==> config.mk <==
export PLATFORM = sky130hd
export DESIGN_NAME = special_walls_2_renderer_flat
export DESIGN_NICKNAME = d
export VERILOG_FILES = /design/src/rtl/special_walls_2_renderer_if.sv /design/src/rtl/special_walls_2_renderer.sv /design/src/flat_wrapper.sv
export SDC_FILE = /design/constraint.sdc
export NUM_CORES = 1
export LEC_CHECK = 0
export CAP_MARGIN = 30
export CORE_ASPECT_RATIO = 2
export CORE_MARGIN = 2
export CORE_UTILIZATION = 45
export DETAILED_ROUTE_END_ITERATION = 8
export PLACE_DENSITY_LB_ADDON = 0.3
export SLEW_MARGIN = 20
export SYNTH_ARGS = -nofsm -noshare
export SYNTH_HDL_FRONTEND = slang
export SYNTH_SLANG_ARGS = --single-unit
==> constraint.sdc <==
create_clock -name Clk -period 1.8 [get_ports Clk]
set_clock_uncertainty 0.05 [all_clocks]
set_input_delay 0.27 -clock Clk [delete_from_list [all_inputs] [get_ports Clk]]
set_output_delay 0.27 -clock Clk [all_outputs]
set_load 0.05 [all_outputs]
==> src/rtl/special_walls_2_renderer_if.sv <==
// Bundle between the VGA/ROM side and the special-wall-2 renderer.
// master = VGA controller + sprite ROM, slave = renderer.
interface special_walls_2_renderer_if;
  logic       frame_start;
  logic [9:0] DrawX;
  logic [9:0] DrawY;
  logic [9:0] wall_x;
  logic [9:0] wall_y;
  logic       flash_start;
  logic [3:0] flash_count;
  logic [7:0] rom_addr;
  logic [3:0] rom_data;
  logic       pixel_valid;
  logic [3:0] pixel_index;
  logic       flash_busy;
  logic       flash_done;

  modport master (
    output frame_start,
    output DrawX,
    output DrawY,
    output wall_x,
    output wall_y,
    output flash_start,
    output flash_count,
    output rom_data,
    input  rom_addr,
    input  pixel_valid,
    input  pixel_index,
    input  flash_busy,
    input  flash_done
  );

  modport slave (
    input  frame_start,
    input  DrawX,
    input  DrawY,
    input  wall_x,
    input  wall_y,
    input  flash_start,
    input  flash_count,
    input  rom_data,
    output rom_addr,
    output pixel_valid,
    output pixel_index,
    output flash_busy,
    output flash_done
  );
endinterface

==> src/rtl/special_walls_2_renderer.sv <==
// Special-wall-2 sprite renderer: 2-stage pixel pipeline plus flash FSM.
// Ports: Clk, Reset (async, active-high), bus (slave: draw/wall/flash in, rom, pixel/flash out).
module special_walls_2_renderer #(
  parameter int         SPRITE_W     = 8,
  parameter int         SPRITE_H     = 20,
  parameter int         ROM_DEPTH    = 167,
  parameter logic [3:0] TRANSPARENT  = 4'hF,
  parameter int         FLASH_FRAMES = 8
) (
  input  logic Clk,
  input  logic Reset,
  special_walls_2_renderer_if.slave bus
);

  localparam int CNT_W = $clog2(FLASH_FRAMES + 1);

  typedef enum logic [1:0] {
    IDLE,
    ON,
    OFF,
    DONE
  } state_t;

  // ---------------- stage 1 ----------------
  // 11-bit arithmetic keeps origin + size from wrapping at the screen edge.
  logic [10:0] px;
  logic [10:0] py;
  logic [10:0] ox;
  logic [10:0] oy;
  logic [10:0] dx;
  logic [10:0] dy;
  logic        in_box;
  logic [21:0] addr_full;
  logic        in_rom;

  logic       hit1;
  logic [7:0] rom_addr_q;

  assign px = {1'b0, bus.DrawX};
  assign py = {1'b0, bus.DrawY};
  assign ox = {1'b0, bus.wall_x};
  assign oy = {1'b0, bus.wall_y};
  assign dx = px - ox;
  assign dy = py - oy;

  assign in_box = (px >= ox) &&
                  (px < ox + 11'(SPRITE_W)) &&
                  (py >= oy) &&
                  (py < oy + 11'(SPRITE_H));

  assign addr_full = 22'(dy) * 22'(SPRITE_W) + 22'(dx);

  // Addresses past the populated ROM are treated as a miss.
  assign in_rom = in_box && (addr_full < 22'(ROM_DEPTH));

  always_ff @(posedge Clk or posedge Reset) begin
    if (Reset) begin
      hit1       <= 1'b0;
      rom_addr_q <= '0;
    end else begin
      hit1       <= in_rom;
      rom_addr_q <= in_rom ? addr_full[7:0] : 8'd0;
    end
  end

  assign bus.rom_addr = rom_addr_q;

  // ---------------- flash FSM ----------------
  state_t           state;
  state_t           state_n;
  logic [CNT_W-1:0] frame_cnt;
  logic [CNT_W-1:0] frame_cnt_n;
  logic [3:0]       remaining;
  logic [3:0]       remaining_n;
  logic             frame_last;
  logic             flash_off;

  assign frame_last = (frame_cnt + CNT_W'(1)) == CNT_W'(FLASH_FRAMES);
  assign flash_off  = (state == OFF);

  always_ff @(posedge Clk or posedge Reset) begin
    if (Reset) begin
      state     <= IDLE;
      frame_cnt <= '0;
      remaining <= '0;
    end else begin
      state     <= state_n;
      frame_cnt <= frame_cnt_n;
      remaining <= remaining_n;
    end
  end

  always_comb begin
    state_n     = state;
    frame_cnt_n = frame_cnt;
    remaining_n = remaining;
    unique case (state)
      IDLE: begin
        // A coincident frame_start is not counted on entry.
        if (bus.flash_start) begin
          if (bus.flash_count != 4'd0) begin
            state_n     = ON;
            remaining_n = bus.flash_count;
            frame_cnt_n = '0;
          end else begin
            state_n = DONE;
          end
        end
      end
      ON: begin
        if (bus.frame_start) begin
          if (frame_last) begin
            state_n     = OFF;
            frame_cnt_n = '0;
          end else begin
            frame_cnt_n = frame_cnt + CNT_W'(1);
          end
        end
      end
      OFF: begin
        if (bus.frame_start) begin
          if (frame_last) begin
            frame_cnt_n = '0;
            remaining_n = remaining - 4'd1;
            state_n     = (remaining == 4'd1) ? DONE : ON;
          end else begin
            frame_cnt_n = frame_cnt + CNT_W'(1);
          end
        end
      end
      DONE: begin
        state_n = IDLE;
      end
      default: begin
        state_n = IDLE;
      end
    endcase
  end

  assign bus.flash_busy = (state != IDLE);
  assign bus.flash_done = (state == DONE);

  // ---------------- stage 2 ----------------
  logic       pix_valid_q;
  logic [3:0] pix_index_q;

  always_ff @(posedge Clk or posedge Reset) begin
    if (Reset) begin
      pix_valid_q <= 1'b0;
      pix_index_q <= '0;
    end else begin
      pix_index_q <= bus.rom_data;
      pix_valid_q <= hit1 &&
                     (bus.rom_data != TRANSPARENT) &&
                     !flash_off;
    end
  end

  assign bus.pixel_valid = pix_valid_q;
  assign bus.pixel_index = pix_index_q;

endmodule

==> src/flat_wrapper.sv <==
// flat-port wrapper written by rule: the top's interface ports become plain ports
module special_walls_2_renderer_flat 
#(
  parameter int         SPRITE_W     = 8,
  parameter int         SPRITE_H     = 20,
  parameter int         ROM_DEPTH    = 167,
  parameter logic [3:0] TRANSPARENT  = 4'hF,
  parameter int         FLASH_FRAMES = 8
)
  (Clk, Reset, bus_frame_start, bus_DrawX, bus_DrawY, bus_wall_x, bus_wall_y, bus_flash_start, bus_flash_count, bus_rom_data, bus_rom_addr, bus_pixel_valid, bus_pixel_index, bus_flash_busy, bus_flash_done);
  special_walls_2_renderer_if bus_i ();
  input  logic Clk;
  input  logic Reset;
  input wire logic [$bits(bus_i.frame_start)-1:0] bus_frame_start;
  input wire logic [$bits(bus_i.DrawX)-1:0] bus_DrawX;
  input wire logic [$bits(bus_i.DrawY)-1:0] bus_DrawY;
  input wire logic [$bits(bus_i.wall_x)-1:0] bus_wall_x;
  input wire logic [$bits(bus_i.wall_y)-1:0] bus_wall_y;
  input wire logic [$bits(bus_i.flash_start)-1:0] bus_flash_start;
  input wire logic [$bits(bus_i.flash_count)-1:0] bus_flash_count;
  input wire logic [$bits(bus_i.rom_data)-1:0] bus_rom_data;
  output wire logic [$bits(bus_i.rom_addr)-1:0] bus_rom_addr;
  output wire logic [$bits(bus_i.pixel_valid)-1:0] bus_pixel_valid;
  output wire logic [$bits(bus_i.pixel_index)-1:0] bus_pixel_index;
  output wire logic [$bits(bus_i.flash_busy)-1:0] bus_flash_busy;
  output wire logic [$bits(bus_i.flash_done)-1:0] bus_flash_done;
  assign bus_i.frame_start = bus_frame_start;
  assign bus_i.DrawX = bus_DrawX;
  assign bus_i.DrawY = bus_DrawY;
  assign bus_i.wall_x = bus_wall_x;
  assign bus_i.wall_y = bus_wall_y;
  assign bus_i.flash_start = bus_flash_start;
  assign bus_i.flash_count = bus_flash_count;
  assign bus_i.rom_data = bus_rom_data;
  assign bus_rom_addr = bus_i.rom_addr;
  assign bus_pixel_valid = bus_i.pixel_valid;
  assign bus_pixel_index = bus_i.pixel_index;
  assign bus_flash_busy = bus_i.flash_busy;
  assign bus_flash_done = bus_i.flash_done;
  special_walls_2_renderer #(.SPRITE_W(SPRITE_W), .SPRITE_H(SPRITE_H), .ROM_DEPTH(ROM_DEPTH), .TRANSPARENT(TRANSPARENT), .FLASH_FRAMES(FLASH_FRAMES)) u_core (.Clk(Clk), .Reset(Reset), .bus(bus_i));
endmodule
After elaboration in Yosys (flattened, before gate mapping)
Index checks and enable logic that the tools add are counted.
W data, S select, Z words.
{"block": "totals", "reg_bits": 24, "out_inout_bits": 15, "word_cells": 67}
{"block": "op_classes", "addsub": 7, "magnitude_cmp": 5, "n_eq_ne": 13, "muxes": 19, "n_reduce_logical": 16}
{"operator": "$mux W4", "n": 8}
{"operator": "$lt A10 B11 Y1", "n": 2}
{"operator": "$lt A22 B8 Y1 const B", "n": 1}
{"operator": "$sub A10 B10 Y11", "n": 2}
{"operator": "$ge A10 B10 Y1", "n": 2}
{"operator": "$pmux W4 S2", "n": 2}
{"operator": "$add A14 B11 Y15", "n": 1}
{"operator": "$mux W2", "n": 7}
{"operator": "$add A10 B4 Y11 const B", "n": 1}
{"operator": "$add A10 B5 Y11 const B", "n": 1}
{"operator": "$reduce_and A5 Y1", "n": 2}
{"operator": "$mux W8", "n": 1}
{"operator": "$ne A2 B1 Y1 const B", "n": 4}
{"operator": "$pmux W2 S4", "n": 1}
{"operator": "$logic_and A1 B1 Y1", "n": 6}
{"operator": "$ne A2 B2 Y1 const B", "n": 3}
{"operator": "$reduce_bool A2 Y1", "n": 3}
{"operator": "$add A4 B1 Y4 const B", "n": 1}
{"operator": "$eq A2 B2 Y1 const B", "n": 2}
{"operator": "$eq A4 B1 Y1 const B", "n": 1}
{"operator": "$eq A4 B4 Y1 const B", "n": 1}
{"operator": "$ne A4 B4 Y1 const B", "n": 1}
{"operator": "$reduce_and A4 Y1", "n": 1}
{"operator": "$reduce_bool A4 Y1", "n": 1}
{"operator": "other kinds (5)", "n": 5}

Depth between registers and ports, before layout
Gate-level depths: netlist of the first run.
{"block": "depth", "ltp_word": 7, "ltp_mapped": 20}

Worst setup path after synthesis of the first run
Ideal clock, no wire load.
{"block": "synth_path", "path_kind": "in2reg", "startpoint": "input port bus_DrawX[0]", "endpoint": "register u_core.rom_addr_q[7], in the netlist u_core.bus.rom_addr[7]", "setup_ps": 107, "t_arrival_ps": 4232, "t_required_ps": 1643, "setup_slack_ps": -2589, "cell_stages": 20, "path_buffers": 1, "cell_sequence": "inv_1 ha_1 inv_1 fa_1 a21o_1 a21oi_1 nor2b_1 o21a_1 o41ai_1 nor2_1 a211oi_1 ha_1 nor3b_1 or4_1 o21ai_0 o22a_1 nand4_1 or4_1 buf_6 a2111oi_4"}
{"block": "synth_between", "elab_chain_cells": 6}
{"item": "start: declaration", "line": "flat_wrapper.sv:15", "text": "input wire logic [$bits(bus_i.DrawX)-1:0] bus_DrawX;"}
{"item": "branches (longest 5 deep; another with $lt A22 B8 Y1)"}
{"item": "$mux W8 *", "line": "special_walls_2_renderer.sv:62", "text": "rom_addr_q <= in_rom ? addr_full[7:0] : 8'd0;"}
{"item": "end signal: assignment", "line": "special_walls_2_renderer.sv:62"}
{"item": "end: declaration", "line": "special_walls_2_renderer.sv:37", "text": "logic [7:0] rom_addr_q;"}
Every way passes the cells marked *.
A chain may end at the register's enable or synchronous reset.

Worst setup path in the final report of the first run
{"block": "layout_path", "startpoint": "input port bus_DrawX[0]", "endpoint": "register u_core.rom_addr_q[2], in the netlist u_core.bus.rom_addr[2]"}
The elaborated chain is that of the path after synthesis.

==> flow_metrics.env, run 1 <==
export IMPL_wirelength_um=11000
export IMPL_tns_ns=-23.24
export IMPL_status="complete, but fails checks"
export IMPL_start_util_pct=46.7
export IMPL_final_common_cell="buf_4"
export IMPL_min_path_type="primary input to asynchronous set/reset pin"
export IMPL_holdWs_ns=0.302
export IMPL_syn_area_mm2=0.00309
export IMPL_postCtsHoldBufs=0
export IMPL_cts_buffers=3
export IMPL_diodes=0
export IMPL_clock_fmax_ghz=0.228
export IMPL_io_buffer_count=66
export IMPL_cts_tree="built"
export IMPL_p_sw_w=0.00198
export IMPL_clkSinkCount=24
export IMPL_area_delta_synth_final_pct=70.1
export IMPL_crit_required_ns=1.94
export IMPL_postRouteAntennaNets=0
export IMPL_fin_nets=681
export IMPL_die_h_um=121
export IMPL_grt_use_total_pct=28.3
export IMPL_power_frac_seq_pct=16.7
export IMPL_synth_edf_count=0
export IMPL_syn_num_nets=477
export IMPL_grt_pass1_wl_um=17300
export IMPL_via_per_inst=5.74
export IMPL_ys_seq_elements=24
export IMPL_fin_util_pct=79.4
export IMPL_dp_cells=637
export IMPL_die_w_um=62.6
export IMPL_ys_warn_count=0
export IMPL_violations="negative setup slack"
export IMPL_arrival_ns=4.52
export IMPL_max_cap_violations=0
export IMPL_startpoint_type="primary input"
export IMPL_critPathKind="primary input to flip-flop"
export IMPL_num_io_pins=67
export IMPL_slew_headroom_pct=61.4
export IMPL_internal_power_w=0.00270
export IMPL_finalHoldViolCount=0
export IMPL_powerDensity_mw_per_mm2=891
export IMPL_power_frac_comb_pct=69.4
export IMPL_setup_violations=13
export IMPL_drc=0
export IMPL_core_area_mm2=0.00662
export IMPL_cellLeakagePower_nw=2.53
export IMPL_drive_gt1_share_pct=36.5
export IMPL_peakVddDrop_mv=0.545
export IMPL_antenna_found_initial=0
export IMPL_nFillCells=421
export IMPL_ys_async_sr_fraction_pct=100
export IMPL_cts_path_max_buffers=2
export IMPL_endpoint_kind="flip-flop"
export IMPL_avgSynthCellArea_um2=8.38
export IMPL_num_vias=3791
export IMPL_rows=42
export IMPL_final_max_slew_viol_count=0
export IMPL_clockRootBuffer="clkbuf_16"
export IMPL_min_period_ns=4.38
export IMPL_clk_insertion_delay_late_ns=0.27
export IMPL_ys_types=55
export IMPL_grt_setup_unrepaired="true"
export IMPL_place_congestion=0.957
export IMPL_grt_max_degree=25
export IMPL_yosysSeqAreaShare_pct=19.4
export IMPL_fin_crit_sh_pct=243
export IMPL_clkPwrFrac_pct=13.9
export IMPL_fin_ws_ns=-2.58
export IMPL_firstDrtPassIters=4
export IMPL_swShare_pct=42.3
export IMPL_syn_inst=369
export IMPL_grt_ovfl_total=0
export IMPL_p_total_w=0.00468
export IMPL_drtIter0Drc=213
export IMPL_grt_pass1_vias=3999
export IMPL_wl_per_cell_um=16.6
export IMPL_post_dp_hpwl_um=7940
export IMPL_cp_max_fo=4
export IMPL_synth_ff_type="dfrtp_1"
export IMPL_dieArea_mm2=0.00759
export IMPL_final_cell_mix="141 x buf_4, 47 x clkdlybuf4s50_1, 44 x ha_1"
export IMPL_fin_cells=660
export IMPL_tightest_slew_ns=0.577
export IMPL_cts_max_level=1
export IMPL_cts_clk_slew_worst_paths_ns=0.07
-- what timing repair did --
action,in CTS,in global routing
cloned,1,0
pin swaps,30,22
setup buffers,14,4
resized for setup,55,20
setup endpoints to repair,16,16
hold endpoints to repair,0,0
-- worst max-delay path: stages --
cell,delay [ns]
buf_8,0.11
inv_12,0.04
ha_4,0.12
inv_2,0.03
fa_2,0.35
a21o_1,0.20
a21oi_2,0.15
nor2b_1,0.07
o21a_1,0.22
o41ai_4,0.42
nor2_2,0.09
a211oi_2,0.21
ha_1,0.28
buf_6,0.13
nor3b_1,0.13
or4_4,0.49
nor4_2,0.14
nand4_1,0.12
or4_4,0.53
buf_6,0.15
buf_6,0.11
nor3b_2,0.15
-- cell type report --
cell class,instances,area (µm²),area share [%]
clock buffers,3,75.1,1.43
clock inverters,1,30.0,0.571
inverters,42,170,3.24
multi-input cells,299,2580,49.0
flip-flops and latches,24,601,11.4
well taps,88,110,2.09
repair buffers,203,1690,32.2
-- power groups by stage --
stage,clock network [W],logic [W],registers [W]
finish,0.000650,0.00325,0.000784
global route,0.000673,0.00348,0.000794
CTS,0.000643,0.00301,0.000770
detailed placement,0,0.00282,0.000772
global placement,0,0.00271,0.000761
floorplan,0,0.00158,0.000772
-- registers in the layout (all words and copies together) (netlist names) --
register and flops:
u_core.bus.pixel_index 4, u_core.remaining 4, u_core.state 2, u_core.frame_cnt 4, u_core.bus.pixel_valid 1, u_core.hit1 1
u_core.bus.rom_addr 8
-- per-stage QoR --
step,worst slack [ns],instance area [µm²]
2_1_floorplan,-2.45,3130
3_3_place_gp,-3.21,4770
3_5_place_dp,-3.32,4770
4_1_cts,-2.47,5140
5_1_grt,-2.76,5260
6_report,-2.58,5260
-- logic make-up (layout without fill, tap and decap cells) --
logic type	Yosys count	count (layout)	share of synthesized area, %
AO/OA/AOI/OAI	104	104	23.5
XOR/XNOR	28	28	7.94
adder cells (fa/ha/maj)	56	56	23.4
buffers and inverters	46	249	5.87
flip-flops	24	24	19.4
multiplexers	6	6	1.94
AND/OR/NAND/NOR	105	105	17.9
-- metal layers --
| metal | vias up | global-route usage (%) | routed length (µm) |
|---|---|---|---|
| met1 | 1828 | 24.5 | 3420 |
| li1 | 1767 | - | - |
| met2 | 140 | 58.9 | 6510 |
| met3 | 56 | 2.50 | 341 |
| met4 | 0 | 18.1 | 699 |
| met5 | - | 0 | 0 |
-- synth_stat cells (2+ instances only) --
cell type   n  area share [%]
o31a_1      3            0.85
fa_1        3             1.9
xnor2_1    19             5.4
nor3b_1     6             1.5
dfrtp_1    24              19
o21ai_0    21             3.4
o2111ai_1   2            0.57
nand4_1     8             1.6
clkbuf_1    2            0.24
nand2_1    15             1.8
xor2_1      9             2.6
o211ai_1    4            0.97
o221ai_1    3            0.85
mux2i_1     6             1.9
nor2b_1     4            0.81
o21bai_1    3            0.73
o21a_1      6             1.5
a31oi_1     3            0.61
a211o_1     2            0.57
a21o_1      9             2.2
o22ai_1     3            0.61
and2_1      3            0.61
and3_1      3            0.61
a22o_1      2            0.57
a211oi_1    8             1.9
inv_1      42             5.1
nor2_1     25             3.0
o41ai_1     3            0.85
nand2b_1    3            0.61
ha_1       53              21
or4_1       3            0.73
nand3_1    16             2.6
nor3_1     11             1.8
a21oi_1    21             3.4
-- worst paths after layout --
path / start / endpoint / slack, ns / depth (start not counted)
worst min-delay path: Reset / u_core.frame_cnt[3]$_DFFE_PP0P_ / 0.30 / 3
worst max-delay path: bus_DrawX[0] / u_core.bus.rom_addr[2]$_DFF_PP0_ / -2.58 / 22
max in group asynchronous: Reset / u_core.bus.rom_addr[0]$_DFF_PP0_ / 1.15 / 3
min in group Clk: bus_wall_x[0] / u_core.bus.rom_addr[0]$_DFF_PP0_ / 0.37 / 4
worst min register to register: u_core.hit1$_DFF_PP0_ / u_core.bus.pixel_valid$_DFF_PP0_ / 0.46 / 1
worst max register to register: u_core.frame_cnt[0]$_DFFE_PP0P_ / u_core.remaining[3]$_DFFE_PP0P_ / -0.10 / 8
(Power assumes the default switching activity.)
==> inputs of run 2 (changes only) <==
- CELL_PAD_IN_SITES_DETAIL_PLACEMENT: unset -> 1
- CELL_PAD_IN_SITES_GLOBAL_PLACEMENT: unset -> 1
- CORE_UTILIZATION: 45 -> 35
- REMOVE_ABC_BUFFERS: unset -> 1
==> flow_metrics.env, run 2 (synthesis gave the netlist of run 1 again) <==
export IMPL_cts_clk_slew_worst_paths_ns=0.07
export IMPL_antenna_found_initial=0
export IMPL_grt_pass1_vias=4231
export IMPL_clock_fmax_ghz=0.227
export IMPL_worst_r2r_startpoint="u_core.frame_cnt[1]$_DFFE_PP0P_"
export IMPL_reg2reg_to="u_core.remaining[1]$_DFFE_PP0P_"
export IMPL_crit_slowest_cell="or4_4"
export IMPL_min_path_type="primary input to asynchronous set/reset pin"
export IMPL_cts_tree="built"
export IMPL_num_io_pins=67
export IMPL_grt_pass1_wl_um=19700
export IMPL_postCtsHoldBufs=0
export IMPL_powerDensity_mw_per_mm2=924
export IMPL_globalRouteMet1Util_pct=20.1
export IMPL_final_max_slew_viol_count=0
export IMPL_critPathKind="primary input to flip-flop"
export IMPL_grt_setup_unrepaired="true"
export IMPL_cellLeakagePower_nw=2.57
export IMPL_p_total_w=0.00493
export IMPL_clockRootBuffer="clkbuf_16"
export IMPL_endpoint_kind="flip-flop"
export IMPL_max_cap_violations=0
export IMPL_violations="negative setup slack"
export IMPL_die_w_um=70.4
export IMPL_place_ws_ns=-3.40
export IMPL_nFillCells=995
export IMPL_status="complete, but fails checks"
export IMPL_grt_max_degree=25
export IMPL_post_dp_hpwl_um=9900
export IMPL_grtUsageMet2_pct=59.5
export IMPL_num_vias=3767
export IMPL_wirelength_um=13700
export IMPL_final_cell_mix="143 x buf_4, 43 x clkdlybuf4s50_1, 42 x ha_1"
export IMPL_crit_chain="buf_6 > inv_4 > ha_4 > inv_2 > fa_2 > a21o_1 > a21oi_2 > nor2b_1 > o21a_1 > o41ai_2 > nor2_1 > a211oi_2 > ha_4 > nor3b_2 > or4_4 > nor4_4 > nand4_1 > or4_4 > buf_8 > nor3_2"
export IMPL_cp_max_fo=8
export IMPL_crit_required_ns=1.92
export IMPL_dieArea_mm2=0.00964
export IMPL_clkSinkCount=24
export IMPL_place_congestion=0.978
export IMPL_final_common_cell="buf_4"
export IMPL_cts_max_level=1
export IMPL_via_per_inst=5.60
export IMPL_cp_num_buf_inv=4
export IMPL_area_delta_synth_final_pct=72.8
export IMPL_fin_crit_sh_pct=244
export IMPL_finalHoldViolCount=0
export IMPL_internal_power_w=0.00275
export IMPL_startpoint_type="primary input"
export IMPL_io_buffer_count=66
export IMPL_fin_ws_ns=-2.60
export IMPL_crit_family="simple AND/OR/NAND/NOR gates"
export IMPL_grt_ovfl_total=0
export IMPL_slew_headroom_pct=64.0
export IMPL_rr_worst_depth=9
export IMPL_clkPwrFrac_pct=13.4
export IMPL_slowest_delay_ns=0.57
export IMPL_postRouteAntennaNets=0
export IMPL_clk_insertion_delay_late_ns=0.27
export IMPL_cts_path_max_buffers=2
export IMPL_drc=0
export IMPL_rows=48
export IMPL_largest_reg_flops=8
export IMPL_arrival_ns=4.52
export IMPL_power_frac_comb_pct=70.5
export IMPL_diodes=0
export IMPL_grt_use_met3_pct=1.62
export IMPL_power_frac_seq_pct=16.1
export IMPL_wl_per_cell_um=20.4
export IMPL_drtIter0Drc=97
export IMPL_setup_violations=15
export IMPL_die_h_um=137
export IMPL_fin_cells=673
export IMPL_p_sw_w=0.00218
export IMPL_core_area_mm2=0.00859
export IMPL_firstDrtPassIters=4
export IMPL_grt_use_total_pct=26.2
export IMPL_swShare_pct=44.2
export IMPL_grt_busiest_layer="met2"
export IMPL_fin_util_pct=62.2
export IMPL_regToRegSetupSlack_ns=-0.15
export IMPL_drive_gt1_share_pct=38.0
export IMPL_peakVddDrop_mv=0.433
export IMPL_tightest_slew_ns=0.537
export IMPL_tns_ns=-22.54
export IMPL_dp_cells=655
export IMPL_fin_nets=682
export IMPL_cts_buffers=3
export IMPL_start_util_pct=36.0
export IMPL_min_period_ns=4.40
[run 2: cell types whose count changed in the layout (fill, tap and decap cells not counted), sizes merged]
cell | before | now
buf | 148 | 150
clkdlybuf4s50 | 47 | 43
clkbuf | 3 | 4
dlygate4sd2 | 8 | 7
dlymetal6s2s | 0 | 3
[run 2: through the flow]
step                      hold slack, ns  area [µm²]
after CTS                          0.317        5100
final                              0.329        5340
after detailed placement           0.437        4770
after global placement             0.414        4770
after floorplan                    0.235        3070
after global routing               0.363        5340
[run 2: area by class of cell]
class,count,area [µm²],share of cell area (%)
Inverter,42,160,3.00
Multi-Input combinational cell,299,2650,49.6
Timing Repair Buffer,204,1700,31.9
Clock buffer,3,75.1,1.41
Clock inverter,1,30.0,0.562
Sequential cell,24,601,11.2
Tap cell,100,125,2.34
[run 2: layer usage]
metal / part of all wire [%] / wire length, µm
met1: 29 / 3980
met2: 63 / 8660
met3: 2.4 / 324
met4: 5.7 / 778
met5: 0 / 0
[run 2: worst register-to-register path, stage by stage, from the launching register on]
cell and delay [ns]:
dfrtp_1 0.38, ha_2 0.21, and2_4 0.17, nand3_4 0.06, mux2i_4 0.19, nand4_1 0.25
buf_4 0.22, a21o_1 0.19, nand2_1 0.06, o21ai_1 0.06
[run 2: worst max-delay path by stage]
stage,from,endpoint,slack [ns],depth (start not counted)
2_1_floorplan,bus_DrawX[0],u_core.bus.rom_addr[7]$_DFF_PP0_,-2.63,19
3_3_place_gp,bus_wall_x[0],u_core.bus.rom_addr[2]$_DFF_PP0_,-3.10,20
3_5_place_dp,bus_wall_x[0],u_core.bus.rom_addr[2]$_DFF_PP0_,-3.40,20
4_1_cts,bus_DrawX[0],u_core.bus.rom_addr[2]$_DFF_PP0_,-2.43,20
5_1_grt,bus_DrawX[0],u_core.bus.rom_addr[1]$_DFF_PP0_,-2.70,20
6_report,bus_DrawX[0],u_core.bus.rom_addr[1]$_DFF_PP0_,-2.60,20
[run 2: power groups by stage]
| stage | sequential, W | clock [W] | combinational [W] |
|---|---|---|---|
| after detailed placement | 0.000762 | 0 | 0.00293 |
| after floorplan | 0.000772 | 0 | 0.00155 |
| after CTS | 0.000769 | 0.000667 | 0.00313 |
| after global placement | 0.000753 | 0 | 0.00281 |
| final | 0.000792 | 0.000663 | 0.00348 |
| after global routing | 0.000798 | 0.000682 | 0.00371 |
[run 2: what timing repair did]
action	4_1_cts	5_1_grt
gates cloned	0	0
buffers inserted	7	7
setup endpoints to repair	18	18
endpoints found under the hold margin	0	0
pin swaps	32	36
resized for setup	56	42
